### config.mk
export PLATFORM = sky130hd
export DESIGN_NAME = key_step_gen
export DESIGN_NICKNAME = d
export VERILOG_FILES = /design/src/rtl/key_step_gen.sv
export SDC_FILE = /design/constraint.sdc
export NUM_CORES = 1
export LEC_CHECK = 0
export CORE_MARGIN = 10
export CORE_UTILIZATION = 36
export CTS_CLUSTER_DIAMETER = 120
export CTS_CLUSTER_SIZE = 20
export DETAILED_ROUTE_END_ITERATION = 7
export PLACE_DENSITY = 0.69
export SETUP_SLACK_MARGIN = 0.2
export SKIP_LAST_GASP = 1
export SYNTH_ARGS = -nofsm -noshare
export SYNTH_HDL_FRONTEND = slang
export SYNTH_SLANG_ARGS = --single-unit
export TNS_END_PERCENT = 20
### constraint.sdc
create_clock -name Clk -period 1.8 [get_ports Clk]
set_input_delay 0.18 -clock Clk [delete_from_list [all_inputs] [get_ports Clk]]
set_output_delay 0.18 -clock Clk [all_outputs]
set_load 0.01 [all_outputs]
### src/rtl/key_step_gen.sv
// key_step_gen: debounced key to single-step pulses with delayed auto-repeat, long-press flag and step counter
module key_step_gen #(
    parameter int DELAY_TICKS = 8,
    parameter int RATE_TICKS  = 4,
    parameter int CNT_WIDTH   = 8
) (
    input  logic                 Clk,
    input  logic                 Srst_n,
    input  logic                 di_Key,
    input  logic                 di_Press,
    input  logic                 di_DePrs,
    input  logic                 di_Clr,
    output logic                 do_Step,
    output logic                 do_Long,
    output logic                 do_Rpt,
    output logic [CNT_WIDTH-1:0] do_Cnt
);
    localparam int MAX_TICKS = DELAY_TICKS > RATE_TICKS ? DELAY_TICKS : RATE_TICKS;
    localparam int TW        = $clog2(MAX_TICKS);

    if (DELAY_TICKS < 2 || RATE_TICKS < 2) begin : g_bad_params
        $error("key_step_gen: DELAY_TICKS and RATE_TICKS must both be >= 2");
    end

    typedef enum logic [1:0] {IDLE, HOLD, REPEAT} state_t;

    state_t                state_q, state_d;
    logic [TW-1:0]         timer_q, timer_d;
    logic                  step_q, step_d;
    logic                  long_q, long_d;
    logic                  rpt_q, rpt_d;
    logic [CNT_WIDTH-1:0]  cnt_q, cnt_d;
    logic                  rel;

    // Next-state: release beats any timer expiry; presses only count from IDLE with the key down
    always_comb begin
        rel     = di_DePrs | ~di_Key;
        state_d = state_q;
        timer_d = timer_q;
        step_d  = 1'b0;
        long_d  = 1'b0;
        case (state_q)
            IDLE: begin
                timer_d = '0;
                if (di_Press && di_Key) begin
                    state_d = HOLD;
                    step_d  = 1'b1;
                end
            end
            HOLD: begin
                if (rel) begin
                    state_d = IDLE;
                    timer_d = '0;
                end else if (timer_q == TW'(DELAY_TICKS - 1)) begin
                    state_d = REPEAT;
                    timer_d = '0;
                    step_d  = 1'b1;
                    long_d  = 1'b1;
                end else begin
                    timer_d = timer_q + 1'b1;
                end
            end
            REPEAT: begin
                if (rel) begin
                    state_d = IDLE;
                    timer_d = '0;
                end else if (timer_q == TW'(RATE_TICKS - 1)) begin
                    timer_d = '0;
                    step_d  = 1'b1;
                end else begin
                    timer_d = timer_q + 1'b1;
                end
            end
            default: begin
                state_d = IDLE;
                timer_d = '0;
            end
        endcase
        rpt_d = state_d == REPEAT;
        cnt_d = di_Clr ? '0 : step_d ? cnt_q + 1'b1 : cnt_q;
    end

    // State, timer and registered outputs
    always_ff @(posedge Clk or negedge Srst_n) begin
        if (!Srst_n) begin
            state_q <= IDLE;
            timer_q <= '0;
            step_q  <= 1'b0;
            long_q  <= 1'b0;
            rpt_q   <= 1'b0;
            cnt_q   <= '0;
        end else begin
            state_q <= state_d;
            timer_q <= timer_d;
            step_q  <= step_d;
            long_q  <= long_d;
            rpt_q   <= rpt_d;
            cnt_q   <= cnt_d;
        end
    end

    assign do_Step = step_q;
    assign do_Long = long_q;
    assign do_Rpt  = rpt_q;
    assign do_Cnt  = cnt_q;
endmodule

==> impl_metrics.tcl <==
set metrics [dict create \
    die_h_um 69.0 \
    synthFlopType "dfrtp_1" \
    outcome "complete, but fails checks" \
    drt-vias-per-instance 4.90 \
    firstDrtPassIters 4 \
    yosysUniqueCellTypes 28 \
    grt-ovfl-total 0 \
    dp_slack_ns -0.111 \
    clock.fmax_mhz 548 \
    slew_headroom_pct 75.1 \
    worst_pin_slew_ns 0.373 \
    drtAntennaViolNets 0 \
    cts_max_level 1 \
    synth_top_area_share_pct 46.4 \
    yosysMostFrequentCell "dfrtp_1" \
    synth_common_cells "dfrtp_1, a21oi_1, ha_1, inv_1" \
    die_x_um 69.0 \
    clock-skew-final_ns 0.00592 \
    crit_fanout 5 \
    drtIter0Drc 30 \
    synth-seq-area-share_pct 46.4 \
    ys_ff_latch 16 \
    start_util_pct 38.3 \
    synth-edff-count 0 \
    synth_warnings 0 \
    wl_um 1960 \
    numClockSinks 16 \
    syn_to_final_growth_pct 44.5 \
    fin_util_pct 55.3 \
    cap_violations 0 \
    grt_max_degree 17 \
    grt_pass1_wl_um 3240 \
    final_nets 133 \
    ir_drop_uv 519 \
    yosysTopAreaCell "dfrtp_1" \
    synth_nets 101 \
    antenna_found_initial 0 \
    dpl_cell_area_mm2 0.00115 \
    synth_cells 86 \
    required_ns 2.02 \
    portBuffers 16 \
    hold_path_class "in -> async" \
    slew_violations 0 \
    cts_buffers 3 \
    period_minus_slack_ns 1.83 \
    clock_latency_ns 0.29 \
    io_pins 17 \
    antenna_cells 0 \
    holdBufCountCts 0 \
    grt_pass1_vias 699 \
    syn_area_per_cell_um2 10.0 \
    drt_drc_violations_left 0 \
    critical_path_arrival_ns 2.05 \
    synthArstFlopShare_pct 100 \
    powerDensity_mw_per_mm2 731 \
    synth_area_leaders "dfrtp_1, ha_1, a21oi_1" \
    rsz0062_at_grt "true" \
    clk_pin_slew_worst_paths_ns 0.09 \
    coreArea_mm2 0.00225 \
    crit_path_start_kind "register" \
    dp_hpwl_um 1510 \
    design_area_mm2 0.00125 \
    vias 711 \
    clock-root-buffer "clkbuf_4" \
    p_leak_nw 0.531 \
    clock_path_buffers 2 \
    cts_tree "built" \
    holdWs_ns 0.194 \
    num_rows 17 \
    wl_per_cell_um 13.5 \
    min_period_over_period_pct 101 \
    syn_area_um2 863 \
    gp_congestion 0.896 \
    violations "negative setup slack" \
    die_area_mm2 0.00476 \
    worstSetupPathType "reg -> reg" \
    hold_violations 0 \
    drive_gt1_share_pct 24.8 \
    end_kind "register" \
    setup_ws_ns -0.0264 \
    finalSetupViolations 3 \
    track_usage_pct 8.97 \
]
worst max-delay path, cell delays in order, from the launching register on:
cell	delay (ns)
dfrtp_1	0.40
ha_4	0.18
ha_4	0.13
nand4b_1	0.15
a31o_4	0.29
or4_4	0.49
a21oi_2	0.12
repair_timing:
action	CTS	global route
setup endpoints to repair	9	11
resized for setup	5	4
pin swaps	9	5
buffers inserted	3	0
power breakdown:
group / switching, W / leakage, nW / internal (W) / total (W)
clock network: 0.000109 / 0.0210 / 0.000123 / 0.000232
registers: 0.0000192 / 0.221 / 0.000381 / 0.000400
logic: 0.000125 / 0.289 / 0.000155 / 0.000280
cells by family (layout without fill, tap and decap cells):
logic type / Yosys count / in the layout / share of synthesized area, %
and+or+nand+nor: 29 / 29 / 19.6
AOI/OAI and AO/OA: 20 / 20 / 13.6
DFF: 16 / 16 / 46.4
buffers and inverters: 10 / 41 / 5.22
adders and majority gates: 9 / 9 / 13.0
xor gates and xnor gates: 1 / 1 / 1.01
muxes: 1 / 1 / 1.16
registers in the layout (all words and copies together), names as in the netlist:
name	cells
do_Cnt	8
do_Long	1
do_Rpt	1
do_Step	1
state_q	2
timer_q	3
final timing paths:
check,to,slack [ns],startpoint,depth (start not counted)
min,do_Cnt[5],0.19,Srst_n,2
max reg2reg,do_Cnt[7],-0.03,timer_q[0],6
min in group Clk,timer_q[0],0.50,timer_q[0],1
max in group asynchronous,timer_q[2],1.42,Srst_n,2
max,do_Cnt[7],-0.03,timer_q[0],6
min reg2reg,timer_q[0],0.50,timer_q[0],1
metrics by stage:
step           total power, W  setup TNS (ns)  instances
3_5_place_dp         0.000654          -0.474        138
3_3_place_gp         0.000651          -0.174        138
2_1_floorplan        0.000542               0         86
6_report             0.000912         -0.0505        145
4_1_cts              0.000918        -0.00653        145
5_1_grt              0.000973          -0.601        145
cells in the final DEF (no fill, tap or decap), types with 2 or more instances in the layout:
cell | netlist | layout
or3_1 | 4 | 4
o31ai_1 | 2 | 2
ha_1 | 9 | 4
clkbuf_4 | 0 | 3
nand2_1 | 5 | 5
a21oi_2 | 0 | 2
nand4b_1 | 2 | 2
o21ai_0 | 5 | 5
ha_2 | 0 | 2
buf_6 | 1 | 2
nor2_1 | 4 | 4
clkdlybuf4s50_1 | 0 | 16
a21oi_1 | 10 | 8
nand3_1 | 3 | 3
inv_1 | 8 | 8
buf_4 | 0 | 11
ha_4 | 0 | 3
dfrtp_1 | 16 | 16
metal layers:
layer	global-route usage [%]	vias up	routed length (um)
met3	2.90	2	80
met2	16.4	10	1060
met5	0	-	0
met4	2.96	0	19
li1	-	363	-
met1	9.40	336	801
final cells by class:
type	count	area, um^2
tap	28	35.0
fill	202	1010
multi-input combinational	60	480
sequential	16	400
timing repair buffer	29	265
inverter	8	30.0
clock buffer	4	36.3
(Power assumes the default switching activity.)
